$ cat config.mk
export PLATFORM = sky130hd
export DESIGN_NAME = gpio_irq_flat
export DESIGN_NICKNAME = d
export VERILOG_FILES = /design/src/rtl/gpio_irq_if.sv /design/src/rtl/gpio_irq.sv /design/src/flat_wrapper.sv
export SDC_FILE = /design/constraint.sdc
export NUM_CORES = 1
export LEC_CHECK = 0
export CORE_MARGIN = 3
export CORE_UTILIZATION = 45
export DETAILED_ROUTE_END_ITERATION = 10
export PLACE_DENSITY = 0.64
export SLEW_MARGIN = 40
export SYNTH_ARGS = -nofsm -noshare
export SYNTH_HDL_FRONTEND = slang
export SYNTH_HIERARCHICAL = 1
export SYNTH_SLANG_ARGS = --single-unit
$ cat constraint.sdc
create_clock -name clk -period 1.5 [get_ports clk]
set_input_delay 0.15 -clock clk [delete_from_list [all_inputs] [get_ports clk]]
set_output_delay 0.15 -clock clk [all_outputs]
set_load 0.01 [all_outputs]
$ cat src/rtl/gpio_irq_if.sv
// CPU register bus shared by the GPIO block and its interrupt controller.
interface gpio_irq_if;
  logic [7:0] addr;
  logic [7:0] din;
  logic [7:0] dout;
  logic       wr_en;
  logic       rd_en;

  modport master (output addr, din, wr_en, rd_en, input dout);
  modport slave  (input addr, din, wr_en, rd_en, output dout);
endinterface

$ cat src/rtl/gpio_irq.sv
// GPIO input conditioning: per-pin 2-flop sync + debounce, edge-selectable
// interrupt flags with W1C clear, and a single level irq to the CPU.
module gpio_irq_pin #(
  parameter int DEBOUNCE_BITS = 4
) (
  input  logic clk,
  input  logic reset_n,
  input  logic pin,
  output logic deb,
  output logic lvl,
  output logic fire
);
  localparam logic [DEBOUNCE_BITS-1:0] DB_MAX = '1;

  logic [1:0]               sync;
  logic [DEBOUNCE_BITS-1:0] cnt;

  assign lvl  = sync[1];
  // fire marks the edge at which deb takes the value of lvl
  assign fire = (lvl != deb) && (cnt == DB_MAX);

  always_ff @(posedge clk or negedge reset_n) begin
    if (!reset_n) begin
      sync <= '0;
      cnt  <= '0;
      deb  <= 1'b0;
    end else begin
      sync <= {sync[0], pin};
      if (lvl == deb) begin
        cnt <= '0;
      end else if (cnt == DB_MAX) begin
        deb <= lvl;
        cnt <= '0;
      end else begin
        cnt <= cnt + 1'b1;
      end
    end
  end
endmodule

module gpio_irq #(
  parameter int ADDR_LSB          = 0,
  parameter int OPT_MEM_ADDR_BITS = 1,
  parameter int DEBOUNCE_BITS     = 4
) (
  input  logic             clk,
  input  logic             reset_n,
  gpio_irq_if.slave        bus,
  input  logic [7:0]       pin_in,
  output logic             irq
);
  localparam int NUM_LANES = 8;
  localparam int AW        = OPT_MEM_ADDR_BITS + 1;

  typedef struct packed {
    logic          wr;
    logic          rd;
    logic [AW-1:0] la;
    logic [7:0]    data;
  } bus_req_t;

  bus_req_t req;
  assign req.wr   = bus.wr_en;
  assign req.rd   = bus.rd_en;
  assign req.la   = bus.addr[ADDR_LSB +: AW];
  assign req.data = bus.din;

  logic unused_addr;
  assign unused_addr = ^bus.addr;

  logic [NUM_LANES-1:0] deb, lvl, fire;
  logic [NUM_LANES-1:0] ie, edge_sel, iflag;
  logic [NUM_LANES-1:0] set, clr;
  logic [7:0]           dout_q;

  gpio_irq_pin #(.DEBOUNCE_BITS(DEBOUNCE_BITS)) u_pin [NUM_LANES-1:0] (
    .clk     (clk),
    .reset_n (reset_n),
    .pin     (pin_in),
    .deb     (deb),
    .lvl     (lvl),
    .fire    (fire)
  );

  // new debounced level is lvl on a firing pin; flag when it matches the edge select
  assign set = fire & ~(lvl ^ edge_sel);
  assign clr = (req.wr && req.la == AW'(2)) ? req.data : '0;

  always_ff @(posedge clk or negedge reset_n) begin
    if (!reset_n) begin
      ie       <= '0;
      edge_sel <= '0;
      iflag    <= '0;
    end else begin
      if (req.wr && req.la == AW'(0)) ie       <= req.data;
      if (req.wr && req.la == AW'(1)) edge_sel <= req.data;
      iflag <= (iflag & ~clr) | set;
    end
  end

  always_ff @(posedge clk or negedge reset_n) begin
    if (!reset_n) begin
      dout_q <= 8'h00;
    end else if (!req.wr && req.rd) begin
      case (req.la)
        AW'(0):  dout_q <= ie;
        AW'(1):  dout_q <= edge_sel;
        AW'(2):  dout_q <= iflag;
        AW'(3):  dout_q <= deb;
        default: dout_q <= 8'h00;
      endcase
    end
  end

  assign bus.dout = dout_q;
  assign irq      = |(iflag & ie);
endmodule

$ cat src/flat_wrapper.sv
// flat-port wrapper written by rule: the top's interface ports become plain ports
module gpio_irq_flat 
#(
  parameter int ADDR_LSB          = 0,
  parameter int OPT_MEM_ADDR_BITS = 1,
  parameter int DEBOUNCE_BITS     = 4
)
  (clk, reset_n, pin_in, irq, bus_addr, bus_din, bus_wr_en, bus_rd_en, bus_dout);
  gpio_irq_if bus_i ();
  input  logic clk;
  input  logic reset_n;
  input  logic [7:0] pin_in;
  output logic irq;
  input wire logic [$bits(bus_i.addr)-1:0] bus_addr;
  input wire logic [$bits(bus_i.din)-1:0] bus_din;
  input wire logic [$bits(bus_i.wr_en)-1:0] bus_wr_en;
  input wire logic [$bits(bus_i.rd_en)-1:0] bus_rd_en;
  output wire logic [$bits(bus_i.dout)-1:0] bus_dout;
  assign bus_i.addr = bus_addr;
  assign bus_i.din = bus_din;
  assign bus_i.wr_en = bus_wr_en;
  assign bus_i.rd_en = bus_rd_en;
  assign bus_dout = bus_i.dout;
  gpio_irq #(.ADDR_LSB(ADDR_LSB), .OPT_MEM_ADDR_BITS(OPT_MEM_ADDR_BITS), .DEBOUNCE_BITS(DEBOUNCE_BITS)) u_core (.clk(clk), .reset_n(reset_n), .bus(bus_i), .pin_in(pin_in), .irq(irq));
endmodule
== After elaboration in Yosys (flattened, before gate mapping) ==
Cells that the tools add are included.

* Flip-flop bits (word level): 88
* Input port bits: 28
* Output and inout port bits: 9
* Logic and storage cells: 119

* Add/sub/neg operators: 8
* Equal/unequal tests: 27
* Mux-type cells: 18
* Bitwise logic cells: 15
* Reduce and logical (&&, ||, !) cells: 23

{| class="wikitable"
|+ Operators with widths
! operator !! number
|-
| $mux 4 || 16
|-
| $add 4x1->4 const B || 8
|-
| $eq 4x4->1 const B || 8
|-
| $pmux 8 s4 || 1
|-
| $and 8x8->8 || 3
|-
| $not 8->8 || 2
|-
| $reduce_and 2->1 || 8
|-
| $logic_and 1x1->1 || 12
|-
| $eq 1x1->1 || 8
|-
| $mux 8 || 1
|-
| $ne 1x1->1 || 8
|-
| $not 1->1 || 8
|-
| $or 8x8->8 || 1
|-
| $reduce_or 8->1 || 1
|-
| $xor 8x8->8 || 1
|-
| $eq 2x2->1 const B || 2
|-
| $eq 2x1->1 const B || 1
|-
| $logic_not 2->1 || 1
|-
| $logic_not 1->1 || 1
|}

== Longest topological paths before layout ==
* Depth in word-level cells: 6
* Gate-level depth with buffers: 4
* Gate-level depth less buffers: 4

== By module ==
Netlist, hierarchy kept.

{| class="wikitable"
|+ By module, submodules not included
! module !! instances !! cells each !! area an instance (um^2) !! sequential area each (um^2)
|-
| gpio_irq_pin at u_core.u_pin[1] ... || 7 || 21 || 280.3 || 175.2
|-
| gpio_irq || 1 || 102 || 1609.0 || 800.8
|-
| gpio_irq_pin at u_core.u_pin[0] || 1 || 19 || 279.0 || 175.2
|}

== Least setup slack after synthesis ==
Ideal clock, no wire load.

* Kind: reg2reg
* From: register u_core.edge_sel[0]
* To: register u_core.dout_q[0] (netlist: u_core/bus.dout[0])
* Setup time: 125 ps
* Arrival: 1108 ps
* Data required time: 1375 ps
* Slack: 267 ps
* Cell stages (with the launch flop): 3
* Buffers on the path: 0
* Clock period less this slack: 1233 ps
* Cells stage by stage: dfrtp_1 mux4_1 mux2_2

* Word-level cells in the longest chain between the ends: 1

{| class="wikitable"
|+ Ends and longest elaborated chain
! what !! line !! source
|-
| from (decl) || gpio_irq.sv:72 || <nowiki>logic [NUM_LANES-1:0] ie, edge_sel, iflag;</nowiki>
|-
| from (signal assigned) || gpio_irq.sv:96 || <nowiki>if (req.wr && req.la == AW'(1)) edge_sel <= req.data;</nowiki>
|-
| $pmux 8 s4 || gpio_irq.sv:105 || <nowiki>case (req.la)</nowiki>
|-
| to (signal assigned) || gpio_irq.sv:106 || <nowiki>AW'(0): dout_q <= ie;</nowiki>
|-
| to (signal assigned) || gpio_irq.sv:107 || <nowiki>AW'(1): dout_q <= edge_sel;</nowiki>
|-
| to (signal assigned) || gpio_irq.sv:108 || <nowiki>AW'(2): dout_q <= iflag;</nowiki>
|-
| to (decl) || gpio_irq.sv:74 || <nowiki>logic [7:0] dout_q;</nowiki>
|}

Every way passes these cells.
A chain may end at the register's enable or synchronous reset.

== Worst setup path in the final report ==
* From: input bus_addr[0]
* To: register u_core.dout_q[6] (netlist: u_core/bus.dout[6])

* Word-level cells in the longest chain between the ends: 2
* Elaborated cells on any way between the ends: 5
* Those cells by class: 3 x eq/ne; 1 x mux; 1 x reduce/logical

{| class="wikitable"
|+ Ends and longest elaborated chain
! what !! line !! source
|-
| from (decl) || flat_wrapper.sv:14 || <nowiki>input wire logic [$bits(bus_i.addr)-1:0] bus_addr;</nowiki>
|-
| $eq 2x2->1 (tied with other cells) || gpio_irq.sv:105 ||
|-
| $pmux 8 s4 (*) || gpio_irq.sv:105 ||
|}

Mark *: on every way between the ends. The rest lies on a longest branch, timed or not.

==> run_results.csv <==
group,metric,value,unit
status,outcome,"finished clean",
logic_synthesis,ys_warn_count,6,
cells_and_area,instances_no_fill,435,
global_route,grt_pass1_wl,11610,um
sta,tightest_slew,0.4605,ns
power_and_ir_drop,p_seq_frac,0.526,
global_route,antenna_found_initial,0,
global_route,grt_pass1_vias,2378,
logic_synthesis,synth_nets,304,
logic_synthesis,seq_area_frac_synth,0.5720,
cts,numCtsBuffers,9,
logic_synthesis,synthCells,268,
sta,drv_slew,0,
place,dpl.cell_count,418,
sta,rsz0062_at_grt,"no",
power_and_ir_drop,power.density,1118,nW/um^2
sta,hold_violations,0,
logic_synthesis,ys_types,26,
route,drc_errors,0,
sta,whs,0.2364,ns
setup_path,critPathRequiredTime,1.73,ns
floorplanning,dieArea,9701,um^2
power_and_ir_drop,leakage,2.023,nW
power_and_ir_drop,p_comb_frac,0.129,
route,viasPerCell,5.297,
cells_and_area,antenna_cells,0,
route,wl,6735,um
place,io_buffers,30,
flow_run,drv_cap,0,
power_and_ir_drop,p_switching,1.208,mW
sta,setup_slack,0.08027,ns
route,drt_iter0_markers,100,
route,postRouteAntennaNets,0,
logic_synthesis,synth_common_cells,"dfrtp_1 (88), mux2_2 (24), xnor2_1 (24)",
logic_synthesis,synth-main-ff-cell,"dfrtp_1",
cts,clockBufferDepth,2,
min_path,hp-class,"in2reg",
floorplanning,io_pins,37,
setup_path,crit_chain,"clkdlybuf4s50_1, buf_12, mux4_1, mux2_2",
route,wl_per_cell,15.48,um
logic_synthesis,syn_area,3850,um^2
cts,clock_sinks,88,
floorplanning,die_w,98.50,um
logic_synthesis,synth_area_leaders,"dfrtp_1 (57%), mux2_2 (7.0%), mux4_1 (5.5%), xnor2_1 (5.5%), nand4b_1 (3.4%)",
logic_synthesis,async_flop_share,1.000,
cells_and_area,area_growth_syn_to_layout,21.16,%
floorplanning,dieHeight,98.50,um
cts,clk_latency,0.34,ns
power_and_ir_drop,p_int,4.005,mW
route,via_count,2304,
sta,fin_skew,0.008519,ns
logic_synthesis,synth_edf_count,0,
setup_path,crit_path_max_fanout,16,
global_route,grt_start_max_net_pins,89,
power_and_ir_drop,switching_share,0.2317,
min_path,min_path_cells,1,
sta,fmax,0.7044,GHz
setup_path,crit_family,"multiplexers",
setup_path,endpoint_kind,"flop",
setup_path,critPathBufInv,2,
place,place_hpwl,4590,um
place,dp_slack,-0.2792,ns
cells_and_area,final_nets,362,
sta,slew_headroom,0.6930,
cells_and_area,utilization,0.5648,
power_and_ir_drop,peakVddDrop,0.0005449,V
cts,clkTransAtPathRegs,0.08,ns
route,drt_pass1_iterations,4,
setup_path,start_kind,"primary input",
logic_synthesis,yosysTopAreaCell,"dfrtp_1",
setup_path,cp.depth,4,
power_and_ir_drop,finalPower,5.213,mW
floorplanning,num_rows,33,
global_route,grt_usage,0.1513,
sta,setup_viol,0,
setup_path,path_class,"in2reg",
sta,fin_crit_sh,0.9465,
place,gp_congestion,0.7569,
floorplanning,core_area,8258,um^2
floorplanning,start_util,0.4662,
logic_synthesis,synth.most_common_cell,"dfrtp_1",
cts,cts_tree,"yes",
cts,ctsHtreeMaxLevel,3,
global_route,gr-total-overflow,0,
cts,root_buffer,"clkbuf_8",
logic_synthesis,synth_seq_cells,88,
sta,period_needed,1.420,ns
setup_path,slowest_stage,"mux4_1",
logic_synthesis,syn_area_per_cell,14.37,um^2
power_and_ir_drop,clkPwrFrac,0.345,
logic_synthesis,yosys.area.top_type_share,0.5720,
setup_path,critPathMaxStageDelay,0.55,ns
setup_path,arrival,1.65,ns
setup_path,r2r_cells,3,
cells_and_area,drive_gt1_frac,0.2545,
## worst register-to-register path, cell delays in order (launching register included)
cell     delay (ns)
dfrtp_1        0.40
buf_4          0.15
mux4_1         0.48
mux2_2         0.27
## power by group through the flow
stage          combinational [mW]  clock, mW  sequential, mW
2_1_floorplan               0.360          0            2.76
3_3_place_gp                0.649          0            2.78
3_5_place_dp                0.668          0            2.79
4_1_cts                     0.685       1.86            2.74
5_1_grt                     0.735       1.96            2.77
6_report                    0.672       1.80            2.74
## sequential cells by signal (all words and copies together) (netlist names)
register	cells
u_core/u_pin/cnt	32
u_core/u_pin/sync	16
u_core/bus.dout	8
u_core/edge_sel	8
u_core/ie	8
u_core/iflag	8
u_core/u_pin/deb	8
## repair_timing
action	CTS	global route
endpoints found under the hold margin	88	0
buffers inserted	1	0
endpoints found under the setup margin	1	1
gates resized for setup	6	1
hold buffers	1	0
pin swaps	1	0
## per-stage QoR
stage	instance area, um^2	setup TNS, ns
after floorplan	3850	0
after global placement	4417	-4.720
after detailed placement	4417	-5.036
after CTS	4659	0
after global routing	4664	0
final	4664	0
## cell families (layout without fill, tap and decap cells)
kind of cell,after synthesis,in the layout,share of synthesized area
compound gates,43,43,0.07508
flops,88,88,0.5720
buf+inv,13,75,0.01852
simple gates,52,52,0.09782
mux,40,40,0.1560
xor+xnor,24,24,0.05460
fa+ha+maj,8,8,0.02600
## metal layers
layer / share of wire / GRT usage / vias to the layer above
met5: 0 / 0 / -
met4: 0.010 / 0.04727 / 0
met3: 0.041 / 0.04529 / 5
met2: 0.47 / 0.2298 / 38
met1: 0.48 / 0.2108 / 1150
li1: - / - / 1111
## path summary, 6_finish.rpt
check                           slack, ns                           endpoint                               from
worst max-delay path                 0.08     u_core/bus.dout[6]$_DFFE_PN0P_                        bus_addr[0]
worst min-delay path                 0.24  u_core/u_pin[6]/sync[0]$_DFF_PN0_                          pin_in[6]
worst max register to register       0.09     u_core/bus.dout[2]$_DFFE_PN0P_           u_core/ie[2]$_DFFE_PN0P_
worst min register to register       0.35  u_core/u_pin[4]/sync[1]$_DFF_PN0_  u_core/u_pin[4]/sync[0]$_DFF_PN0_
max in group asynchronous            0.77          u_core/iflag[7]$_DFF_PN0_                            reset_n
min in group asynchronous            0.38   u_core/u_pin[6]/cnt[1]$_DFF_PN0_                            reset_n
## layout by cell type (no fill, tap or decap), types with 2 or more instances in the layout
| master | instances |
|---|---|
| clkbuf_8 | 11 |
| a22oi_2 | 3 |
| inv_1 | 7 |
| buf_12 | 2 |
| mux2_2 | 24 |
| nor2_1 | 16 |
| o21ai_0 | 7 |
| ha_1 | 8 |
| buf_4 | 21 |
| dfrtp_1 | 88 |
| a22o_1 | 8 |
| nor2b_1 | 9 |
| mux4_1 | 8 |
| clkdlybuf4s50_1 | 28 |
| a21oi_1 | 14 |
| bufinv_16 | 2 |
| a311oi_1 | 8 |
| nand4b_1 | 15 |
| mux2_4 | 8 |
| nand3_2 | 8 |
| xnor2_1 | 24 |
## area by class of cell
cell class	instances	area (um^2)
fill	683	3593
sequential	88	2202
multi-input combinational	167	1592
timing repair buffer	53	493.0
clock buffer	12	155.1
tap	105	131.4
clock inverter	3	65.06
inverter	7	26.28
Power figures use the tool's default switching activity.
